<file path="src/rtl/pc_fetch_sequencer_pkg.sv">
// Shared types and constants for the instruction fetch sequencer.
package pc_fetch_sequencer_pkg;

    localparam int          INSTR_W              = 32;
    localparam int          PC_STEP              = 4;
    localparam logic [31:0] RESET_VECTOR_DEFAULT = 32'h0000_0000;

    typedef enum logic [2:0] {
        ST_IDLE = 3'd0,
        ST_REQ  = 3'd1,
        ST_WAIT = 3'd2,
        ST_DROP = 3'd3,
        ST_HOLD = 3'd4
    } fetch_state_e;

endpackage

</file>
<file path="src/rtl/pc_fetch_sequencer_if.sv">
// Fetch bundle: instruction-memory request/response, decode handshake,
// redirect input and PC status. master = sequencer, slave = environment.
interface pc_fetch_sequencer_if
    import pc_fetch_sequencer_pkg::*;
#(
    parameter int XLEN = 32
);
    logic               imem_req;
    logic [XLEN-1:0]    imem_addr;
    logic               imem_gnt;
    logic               imem_rvalid;
    logic [INSTR_W-1:0] imem_rdata;

    logic               instr_valid;
    logic [INSTR_W-1:0] instr;
    logic [XLEN-1:0]    instr_pc;
    logic               instr_ready;

    logic               redirect_valid;
    logic [XLEN-1:0]    redirect_target;

    logic [XLEN-1:0]    pc;
    logic [XLEN-1:0]    PCPlus4;
    logic               misalign_err;

    modport master (
        output imem_req, imem_addr,
        input  imem_gnt, imem_rvalid, imem_rdata,
        output instr_valid, instr, instr_pc,
        input  instr_ready,
        input  redirect_valid, redirect_target,
        output pc, PCPlus4, misalign_err
    );

    modport slave (
        input  imem_req, imem_addr,
        output imem_gnt, imem_rvalid, imem_rdata,
        input  instr_valid, instr, instr_pc,
        output instr_ready,
        output redirect_valid, redirect_target,
        input  pc, PCPlus4, misalign_err
    );

endinterface

</file>
<file path="src/rtl/pc_fetch_sequencer_pc_plus_4.sv">
// PC incrementer: next sequential PC, wrapping modulo 2^XLEN.
module PC_Plus_4
    import pc_fetch_sequencer_pkg::*;
#(
    parameter int XLEN = 32
) (
    input  logic [XLEN-1:0] pc_in,
    output logic [XLEN-1:0] pc_plus_4
);

    assign pc_plus_4 = pc_in + XLEN'(PC_STEP);

endmodule

</file>
<file path="src/rtl/pc_fetch_sequencer.sv">
// Program counter owner and single-outstanding instruction fetch sequencer.
//
// state | meaning
// IDLE  | first cycle after reset release, no request
// REQ   | imem_req high at pc, waiting for imem_gnt
// WAIT  | request granted, waiting for imem_rvalid
// DROP  | a killed request is still in flight; swallow its response
// HOLD  | word buffered, instr_valid high until decode takes it
module pc_fetch_sequencer
    import pc_fetch_sequencer_pkg::*;
#(
    parameter int              XLEN         = 32,
    parameter logic [XLEN-1:0] RESET_VECTOR = XLEN'(RESET_VECTOR_DEFAULT)
) (
    input  logic                 clk,
    input  logic                 rst_n,
    pc_fetch_sequencer_if.master bus
);

    localparam logic [2:0] IDLE = ST_IDLE;
    localparam logic [2:0] REQ  = ST_REQ;
    localparam logic [2:0] WAIT = ST_WAIT;
    localparam logic [2:0] DROP = ST_DROP;
    localparam logic [2:0] HOLD = ST_HOLD;

    logic [2:0]         state_q, state_d;
    logic [XLEN-1:0]    pc_q, pc_d;
    logic [INSTR_W-1:0] instr_q, instr_d;
    logic [XLEN-1:0]    instr_pc_q, instr_pc_d;
    logic               instr_valid_q, instr_valid_d;
    logic               misalign_q, misalign_d;

    logic [XLEN-1:0]    pc_plus_4;
    logic [XLEN-1:0]    redirect_pc;
    logic               redirect_act;

    PC_Plus_4 #(.XLEN(XLEN)) u_pc_plus_4 (
        .pc_in     (pc_q),
        .pc_plus_4 (pc_plus_4)
    );

    assign redirect_pc  = {bus.redirect_target[XLEN-1:2], 2'b00};
    assign redirect_act = bus.redirect_valid && (state_q != IDLE);

    // Next-state, PC and output-buffer update; redirect outranks everything.
    always_comb begin
        state_d       = state_q;
        pc_d          = pc_q;
        instr_d       = instr_q;
        instr_pc_d    = instr_pc_q;
        instr_valid_d = instr_valid_q;
        misalign_d    = misalign_q;

        if (redirect_act) begin
            pc_d = redirect_pc;
            if (bus.redirect_target[1:0] != 2'b00) begin
                misalign_d = 1'b1;
            end
        end

        case (state_q)
            IDLE: begin
                state_d = REQ;
            end
            REQ: begin
                if (bus.imem_gnt) begin
                    // A grant alongside a redirect leaves the old-address request in flight.
                    state_d = redirect_act ? DROP : WAIT;
                end
            end
            WAIT: begin
                if (redirect_act) begin
                    state_d = bus.imem_rvalid ? REQ : DROP;
                end else if (bus.imem_rvalid) begin
                    instr_d       = bus.imem_rdata;
                    instr_pc_d    = pc_q;
                    instr_valid_d = 1'b1;
                    pc_d          = pc_plus_4;
                    state_d       = HOLD;
                end
            end
            DROP: begin
                // Leave once the stale response is back, even if a further
                // redirect lands in the same cycle: nothing else is outstanding.
                if (bus.imem_rvalid) begin
                    state_d = REQ;
                end
            end
            HOLD: begin
                if (redirect_act || bus.instr_ready) begin
                    instr_valid_d = 1'b0;
                    state_d       = REQ;
                end
            end
            default: begin
                state_d = IDLE;
            end
        endcase
    end

    // State registers with asynchronous clear to the reset vector.
    always_ff @(posedge clk or negedge rst_n) begin
        if (!rst_n) begin
            state_q       <= IDLE;
            pc_q          <= RESET_VECTOR;
            instr_q       <= '0;
            instr_pc_q    <= '0;
            instr_valid_q <= 1'b0;
            misalign_q    <= 1'b0;
        end else begin
            state_q       <= state_d;
            pc_q          <= pc_d;
            instr_q       <= instr_d;
            instr_pc_q    <= instr_pc_d;
            instr_valid_q <= instr_valid_d;
            misalign_q    <= misalign_d;
        end
    end

    assign bus.imem_req     = (state_q == REQ);
    assign bus.imem_addr    = pc_q;
    assign bus.instr_valid  = instr_valid_q;
    assign bus.instr        = instr_q;
    assign bus.instr_pc     = instr_pc_q;
    assign bus.pc           = pc_q;
    assign bus.PCPlus4      = pc_plus_4;
    assign bus.misalign_err = misalign_q;

endmodule

</file>
<file path="src/flat_wrapper.sv">
// flat-port wrapper written by rule: the top's interface ports become plain ports
module pc_fetch_sequencer_flat import pc_fetch_sequencer_pkg::*;
#(
    parameter int              XLEN         = 32,
    parameter logic [XLEN-1:0] RESET_VECTOR = XLEN'(RESET_VECTOR_DEFAULT)
)
  (clk, rst_n, bus_imem_req, bus_imem_addr, bus_imem_gnt, bus_imem_rvalid, bus_imem_rdata, bus_instr_valid, bus_instr, bus_instr_pc, bus_instr_ready, bus_redirect_valid, bus_redirect_target, bus_pc, bus_PCPlus4, bus_misalign_err);
  pc_fetch_sequencer_if #(.XLEN(XLEN)) bus_i ();
  input  logic clk;
  input  logic rst_n;
  output wire logic [$bits(bus_i.imem_req)-1:0] bus_imem_req;
  output wire logic [$bits(bus_i.imem_addr)-1:0] bus_imem_addr;
  input wire logic [$bits(bus_i.imem_gnt)-1:0] bus_imem_gnt;
  input wire logic [$bits(bus_i.imem_rvalid)-1:0] bus_imem_rvalid;
  input wire logic [$bits(bus_i.imem_rdata)-1:0] bus_imem_rdata;
  output wire logic [$bits(bus_i.instr_valid)-1:0] bus_instr_valid;
  output wire logic [$bits(bus_i.instr)-1:0] bus_instr;
  output wire logic [$bits(bus_i.instr_pc)-1:0] bus_instr_pc;
  input wire logic [$bits(bus_i.instr_ready)-1:0] bus_instr_ready;
  input wire logic [$bits(bus_i.redirect_valid)-1:0] bus_redirect_valid;
  input wire logic [$bits(bus_i.redirect_target)-1:0] bus_redirect_target;
  output wire logic [$bits(bus_i.pc)-1:0] bus_pc;
  output wire logic [$bits(bus_i.PCPlus4)-1:0] bus_PCPlus4;
  output wire logic [$bits(bus_i.misalign_err)-1:0] bus_misalign_err;
  assign bus_imem_req = bus_i.imem_req;
  assign bus_imem_addr = bus_i.imem_addr;
  assign bus_i.imem_gnt = bus_imem_gnt;
  assign bus_i.imem_rvalid = bus_imem_rvalid;
  assign bus_i.imem_rdata = bus_imem_rdata;
  assign bus_instr_valid = bus_i.instr_valid;
  assign bus_instr = bus_i.instr;
  assign bus_instr_pc = bus_i.instr_pc;
  assign bus_i.instr_ready = bus_instr_ready;
  assign bus_i.redirect_valid = bus_redirect_valid;
  assign bus_i.redirect_target = bus_redirect_target;
  assign bus_pc = bus_i.pc;
  assign bus_PCPlus4 = bus_i.PCPlus4;
  assign bus_misalign_err = bus_i.misalign_err;
  pc_fetch_sequencer #(.XLEN(XLEN), .RESET_VECTOR(RESET_VECTOR)) u_core (.clk(clk), .rst_n(rst_n), .bus(bus_i));
endmodule
</file>
<file path="config.mk">
export PLATFORM = sky130hd
export DESIGN_NAME = pc_fetch_sequencer_flat
export DESIGN_NICKNAME = d
export VERILOG_FILES = /design/src/rtl/pc_fetch_sequencer_pkg.sv /design/src/rtl/pc_fetch_sequencer_if.sv /design/src/rtl/pc_fetch_sequencer_pc_plus_4.sv /design/src/rtl/pc_fetch_sequencer.sv /design/src/flat_wrapper.sv
export SDC_FILE = /design/constraint.sdc
export NUM_CORES = 1
export LEC_CHECK = 0
export CORE_UTILIZATION = 43
export CTS_BUF_LIST = sky130_fd_sc_hd__clkbuf_16
export DETAILED_ROUTE_END_ITERATION = 12
export GPL_TIMING_DRIVEN = 0
export PLACE_DENSITY = 0.94
export SETUP_SLACK_MARGIN = 0.4
export SLEW_MARGIN = 20
export SYNTH_ARGS = -nofsm -noshare
export SYNTH_HDL_FRONTEND = slang
export SYNTH_SLANG_ARGS = --single-unit
</file>
<file path="constraint.sdc">
create_clock -name clk -period 3.2 [get_ports clk]
set_clock_uncertainty 0.05 [all_clocks]
set_input_delay 0.96 -clock clk [delete_from_list [all_inputs] [get_ports clk]]
set_output_delay 0.96 -clock clk [all_outputs]
set_load 0.1 [all_outputs]
</file>
Word level (Yosys, flattened, before mapping) --
Index checks and enable logic that the tools add are counted.
Storage, ports and cells: word-level logic and storage cells 44, register bits 101, bits of input ports 70
Operators by class: bitwise gates (word level) 1, equal/unequal tests 10, multiplexer cells 16, reductions and logical operators 10, add/subtract/negate cells 1
Operators by type and width (number):
- $mux W32 | 4
- $add A32 B3 Y32 const B | 1
- $mux W3 | 5
- $pmux W3 S5 | 1
- $reduce_and A4 Y1 | 2
- $eq A3 B2 Y1 const B | 2
- $ne A2 B2 Y1 const B | 3
- $mux W1 | 4
- $ne A2 B1 Y1 const B | 2
- $reduce_bool A2 Y1 | 2
- $eq A3 B1 Y1 const B | 1
- $eq A3 B3 Y1 const B | 1
- $logic_not A3 Y1 | 1
- $ne A3 B2 Y1 const B | 1
- $reduce_and A3 Y1 | 1
- $reduce_bool A3 Y1 | 1
- $mux W2 | 1
- $pmux W1 S2 | 1
- $reduce_and A2 Y1 | 1
- $logic_and A1 B1 Y1 | 1
- $logic_or A1 B1 Y1 | 1
- $not A1 Y1 | 1

Longest topological paths before layout --
Gate-level depths: netlist of the first run.
depth after elaboration 6, gate-level depth with buffers 7, depth with buffers taken out 6

By module --
A second synthesis of the first run with hierarchy kept.
Second synthesis, totals: cells, all modules 420, area, all modules 5017.3 um^2
By module, submodules not included:
- pc_fetch_sequencer | area an instance 4436.8 um^2, cells an instance 337, times used 1, sequential area each 2527.4 um^2
- PC_Plus_4 | area an instance 580.6 um^2, cells an instance 83, times used 1, sequential area each 0.0 um^2

Least setup slack after synthesis of the first run --
Ideal clock, no wire load.
path type reg-to-output, from register u_core.pc_q[2], in the netlist u_core.bus.imem_addr[2], to output bus_PCPlus4[24], buffers on the path 1, arrival time 4.072 ns, setup slack -1.882 ns, cell stages (with the launch flop) 8, cell sequence dfrtp_1 -> ha_1 -> nand3_2 -> or4_4 -> buf_6 -> nor3_4 -> nand2_1 -> xnor2_1
Between the ends: cells in the longest elaborated chain, start to end 1
RTL lines:
- start: declaration | line pc_fetch_sequencer.sv:27 | logic [XLEN-1:0] pc_q, pc_d;
- start signal: assignment | line pc_fetch_sequencer.sv:112 | pc_q <= pc_d;
- $add A32 B3 Y32 | line pc_fetch_sequencer_pc_plus_4.sv:11 | assign pc_plus_4 = pc_in + XLEN'(PC_STEP);
- end: declaration | line flat_wrapper.sv:23 | output wire logic [$bits(bus_i.PCPlus4)-1:0] bus_PCPlus4;
No other way between the ends.

Worst setup path in the final report of the first run --
from register u_core.pc_q[8], in the netlist u_core.bus.imem_addr[8], to output bus_PCPlus4[30]
Same word-level chain as after synthesis.

==> metrics.yaml, run 1 <==
setup.worst_path.class: "register to primary output"
outcome: "finished with violations"
synth_top_area_share: 0.4810
period_needed_ns: 3.449
multi_input_area_mm2: 0.002985
synth_top_cell_by_area: "dfrtp_1"
grt_pass1_vias: 5298
crit_start: "u_core.bus.imem_addr[8]"
ios: 233
regArea_mm2: 0.002604
syn_avg_cell_area_um2: 10.95
syn-num-nets: 551
r2r_end: "u_core.bus.imem_addr[26]"
synth_cell_types: 50
rsz0062_at_grt: "yes"
drt_wl_total_mm: 19.12
synth-main-ff-cell: "dfrtp_1"
violations: "setup timing"
dieArea_mm2: 0.01267
die_x_um: 112.6
r2r_slack_ns: 0.61
num_vias: 5067
setup_ws_ns: -0.2485
clock_latency_ns: 0.35
io_buffers: 232
synth_area_leaders: "dfrtp_1 (48%), mux2_2 (13%), buf_4 (5.7%), xnor2_1 (4.7%), xor2_1 (4.7%)"
crit_path_start_kind: "register"
async_reset_ff_frac: 1.000
synth_edf_count: 0
hold_path_class: "register to register"
core_area_mm2: 0.01196
hold_ws_ns: 0.4301
htreeDepth: 3
numCtsBuffers: 9
r2r_start: "u_core.bus.imem_addr[2]"
synthCells: 480
track_usage: 0.2906
grt_max_degree: 60
clockRootBuffer: "clkbuf_16"
tightest_slew_ns: 1.012
cts_tree: "done"
dieHeight_um: 112.6
slew_violations: 0
endpoint: "bus_PCPlus4[30]"
antenna_found_initial: 0
gp_congestion: 0.7950
drc_errors: 0
ys_seq_elements: 101
grt_overflow_total: 0
endpoint_kind: "primary output"
syn-cell-area_mm2: 0.005255
final_antenna_net_count: 0
dp_hpwl_mm: 12.25
synth_seq_area_share: 0.4810
final_core_util: 0.8177
critPathMaxFanout: 3
nNetsFinal: 867
ys_top_cells_by_count: "dfrtp_1 (101), mux2_2 (60), nor2_1 (52)"
start_util: 0.4393
hold_violations: 0
finalSetupViolCount: 15
fmax_mhz: 290.0
cap_viol_max_count: 0
hold_depth: 2
r2r_cells: 9
drive_gt1_frac: 0.4632
fillers: 648
area_growth_pct: 86.12
viasPerCell: 5.345
cts_sinks: 101
placementRows: 40
yosysMostFrequentCell: "dfrtp_1"
diodes: 0
relSlewSlack: 0.3282
dr.pass1.iters: 5
critPathRequiredTime_ns: 2.19
post_drt_wl_per_cell_um: 20.17
clock_path_buffers: 2
min_period_over_period: 1.078
crit_arrival_ns: 2.44
pre_cts_slack_ns: -0.9592
drt_iter0_drc: 267
path_clk_slew_ns: 0.07
grt_pass1_wl_mm: 28.15
yosys_warnings: 0
## cells by family (layout without fill, tap and decap cells)
group           Yosys count  after routing  share of synthesized area
simple gates            143            143                     0.1464
flops                   101            101                     0.4810
buf+inv                  73            394                    0.09952
mux                      60             60                     0.1286
xor+xnor                 56             56                    0.09334
compound gates           46             46                    0.04881
fa+ha+maj                 1              1                   0.002381
## layout make-up
type,instances,share of cell area
tap,147,0.01881
inverter,6,0.002303
buffer,67,0.06089
clock buffer,9,0.02303
timing repair buffer,305,0.3175
multi-input combinational,306,0.3052
clock inverter,7,0.006013
sequential,101,0.2662
## registers in the layout, summed over array words and instances (netlist names)
signal / count
u_core.bus.imem_addr: 32
u_core.bus.instr: 32
u_core.bus.instr_pc: 32
u_core.state_q: 3
u_core.bus.instr_valid: 1
u_core.bus.misalign_err: 1
## metrics by stage
stage	cells	setup TNS, ns	area [µm²]
finish	948	-2.383	9781
global route	948	-3.496	9781
CTS	923	-1.944	9487
detailed placement	860	-18.40	8532
global placement	859	-302.24	8503
floorplan	480	-4.220	5997
## layout by cell type, fill, tap and decap left out, drive strengths merged, types with 2 or more instances in the layout
cell,netlist,routed
a21oi,28,28
a31oi,3,3
and2,3,3
and3,6,6
and4,2,2
buf,50,152
clkbuf,16,35
clkdlybuf4s15,0,29
clkdlybuf4s50,0,68
clkinv,0,4
dfrtp,101,101
dlygate4sd2,0,96
inv,6,8
mux2,60,60
nand2,27,27
nand2b,3,3
nand3,17,17
nand4,13,13
nor2,52,52
nor2b,2,2
nor3,6,6
nor4,3,3
o21ai,9,9
o32ai,2,2
or3,2,2
xnor2,28,28
xor2,28,28
## worst min path at each step
stage | from | endpoint | slack (ns)
after floorplan | u_core.state_q[2] | u_core.state_q[0] | 0.60
after global placement | u_core.bus.misalign_err | u_core.bus.misalign_err | 0.41
after detailed placement | u_core.bus.instr_pc[23] | u_core.bus.instr_pc[23] | 0.42
after CTS | u_core.bus.instr_pc[23] | u_core.bus.instr_pc[23] | 0.43
after global routing | u_core.bus.misalign_err | u_core.bus.misalign_err | 0.47
final | u_core.bus.instr_pc[23] | u_core.bus.instr_pc[23] | 0.43
## worst max-delay path: stages, from the launching register on
cell and delay (ns):
dfrtp_4 0.43, buf_8 0.11, nand4_4 0.10, or4_4 0.55, buf_8 0.14, nor3_4 0.14
buf_6 0.17, nand2_4 0.07, xnor2_4 0.18, buf_12 0.19
## metal layers
layer  GRT usage  wire length, µm  vias to the layer above
met5           0                0                        -
met4      0.1289              653                        0
met3     0.07559             1490                       48
met2      0.5210             9946                      278
met1      0.3241             7031                     2516
li1            -                -                     2225
## timing repair
item / 4_1_cts / 5_1_grt
setup endpoints to repair: 186 / 53
gates cloned: 1 / 0
buffers inserted: 46 / 25
pin swaps: 21 / 24
hold buffers: 0 / 0
resized for setup: 480 / 45
Power of run 1 is left out: the tool's default activity adds up to more than one toggle a clock period on the data nets, which glitch-free logic cannot reach.
==> inputs of run 2 (changes only) <==
CORE_UTILIZATION = 50   (was 43)
DONT_BUFFER_PORTS = 1   (was default)
PLACE_DENSITY = 0.77   (was 0.94)
==> run 2 against run 1 <==
- the run still ends with setup timing left
- highest routed layer unchanged
- largest cell class is now multi-input gates
- via count down 25%
- critical path depth is 2 lower
- routed wire length decreased by 28%
- critical endpoint is now bus_PCPlus4[24]
- global-route usage shrank 3.1 points
==> metrics.yaml, run 2 (same netlist as run 1, synthesis figures left out) <==
outcome: "finished with violations"
violations: "setup timing"
clock_latency_ns: 0.35  # about the same
dp_hpwl_mm: 9.204  # -25%
diodes: 0  # unchanged
antenna_found_initial: 0  # unchanged
endpoint_kind: "primary output"
cts_tree: "done"
dieArea_mm2: 0.01092  # -14%
viasPerCell: 5.581  # +4.4%
core_area_mm2: 0.01028  # -14%
relSlewSlack: 0.3598  # +0.03157
critPathRequiredTime_ns: 2.19  # about the same
cap_viol_max_count: 0  # unchanged
use_met3: 0.08208  # +0.006486
rsz0062_at_grt: "yes"
drt_iter0_drc: 181  # -32%
r2r_slack_ns: 0.56  # -0.05 ns
area_growth_pct: 35.50
critPathMaxFanout: 4  # +1
layout_commonest_cell: "dfrtp_1"
grt_pass1_vias: 4015  # -24%
track_usage: 0.2596  # -0.03107
r2r_cells: 8  # -1
nNetsFinal: 608  # -30%
setup.worst_path.class: "register to primary output"
grt.met1_usage: 0.3037  # -0.02041
r2r_end: "u_core.bus.imem_addr[28]"
grt_overflow_total: 0  # unchanged
grt_max_degree: 102  # +70%
path_clk_slew_ns: 0.08  # about the same
drive_gt1_frac: 0.5221  # +0.05897
drc_errors: 0  # unchanged
num_vias: 3784  # -25%
ios: 233  # unchanged
slew_violations: 0  # unchanged
clock_path_buffers: 2  # unchanged
tightest_slew_ns: 0.9603  # -0.05138 ns
placementRows: 37  # -7.5%
start_util: 0.5113  # +0.07199
cp_cell_sequence: "clkbuf_16, nand4_4, or4_4, buf_8, nor3_4, nand2_2, xnor2_4"
crit_arrival_ns: 2.97  # +0.53 ns
dieHeight_um: 104.5  # -7.1%
holdBufCountCts: 0  # unchanged
worst_path_largest_cell_delay_ns: 0.64  # +0.09 ns
htreeDepth: 3  # unchanged
io_buffers: 0  # -100%
crit_path_start_kind: "register"
period_needed_ns: 3.981  # +0.5329 ns
final_cell_mix: "dfrtp_1 (69), mux2_2 (60), buf_4 (60), nor2_1 (43), a21oi_1 (27)"
final_antenna_net_count: 0  # unchanged
hold_ws_ns: 0.2451  # -0.1849 ns
grt_pass1_wl_mm: 21.55  # -23%
min_period_over_period: 1.244  # +0.1665
grt-busiest-layer: "met2"
finalSetupViolCount: 25  # +10
fmax_mhz: 251.2  # -13%
cts_sinks: 101  # unchanged
r2r_start: "u_core.bus.imem_addr[14]"
gp_congestion: 0.8035  # +1.1%
slowest_stage: "dfrtp_4"
numCtsBuffers: 9  # unchanged
drt_wl_total_mm: 13.70  # -28%
clockRootBuffer: "clkbuf_16"
hold_violations: 0  # unchanged
use_met2: 0.4484  # -0.07255
setup_ws_ns: -0.7815  # -0.5329 ns
dr.pass1.iters: 4  # -1
hold_path_class: "input port to asynchronous set/reset pin"
post_drt_wl_per_cell_um: 20.21  # +0.18%
die_x_um: 104.5  # -7.1%
==> run 2: cell count changes in the layout (fill, tap and decap cells not counted), moves of 9 or more <==
cell and delta:
clkdlybuf4s15_2 -26, clkbuf_2 -9, buf_12 -27, buf_4 -29, clkdlybuf4s50_1 -68, dlygate4sd2_1 -96
==> run 2: area by class of cell <==
cell class | instances | area (µm²)
multi-input combinational | 306 | 2965
buffer | 67 | 576.8
clock buffer | 9 | 225.2
clock inverter | 7 | 103.9
sequential | 101 | 2620
timing repair buffer | 46 | 432.9
tap | 136 | 170.2
inverter | 6 | 26.28
fill | 748 | 3157
==> run 2: routing by layer <==
| layer | wire length [µm] | part of all wire |
|---|---|---|
| met1 | 5193 | 0.38 |
| met2 | 7123 | 0.52 |
| met3 | 1077 | 0.079 |
| met4 | 305 | 0.022 |
| met5 | 0 | 0 |
==> run 2: worst max-delay path, delay by kind of cell, from the launching register on <==
kind / cells / cell delay [ns]
flops: 1 / 0.64
buf+inv: 2 / 0.35
xor+xnor: 1 / 0.64
simple gates: 4 / 0.99
==> run 2: worst max-delay path by stage <==
stage	startpoint	to	slack, ns	cells past startpoint
after floorplan	u_core.bus.imem_addr[10]	bus_PCPlus4[28]	-0.36	7
after global placement	u_core.bus.imem_addr[4]	bus_PCPlus4[31]	-0.60	5
after detailed placement	u_core.bus.imem_addr[4]	bus_PCPlus4[31]	-0.60	5
after CTS	u_core.bus.imem_addr[14]	bus_PCPlus4[26]	-0.87	7
after global routing	u_core.bus.imem_addr[14]	bus_PCPlus4[24]	-0.87	7
final	u_core.bus.imem_addr[10]	bus_PCPlus4[24]	-0.78	7
==> run 2: timing repair <==
item,4_1_cts,5_1_grt
pin swaps,37,15
setup endpoints to repair,31,31
cloned,0,0
setup buffers,41,5
gates resized for setup,52,14
==> run 2: through the flow <==
stage	setup WS [ns]	cell area [µm²]	std cells	util	setup TNS, ns
floorplan	-0.3625	5997	480	-	-4.220
global placement	-0.5971	6167	616	0.6001	-9.298
detailed placement	-0.6031	6178	616	0.6012	-9.141
CTS	-0.8674	7043	673	0.6853	-13.82
global route	-0.8669	7121	678	0.6928	-14.78
finish	-0.7815	7121	678	0.6928	-12.89
Power of run 2 is left out for the same reason.
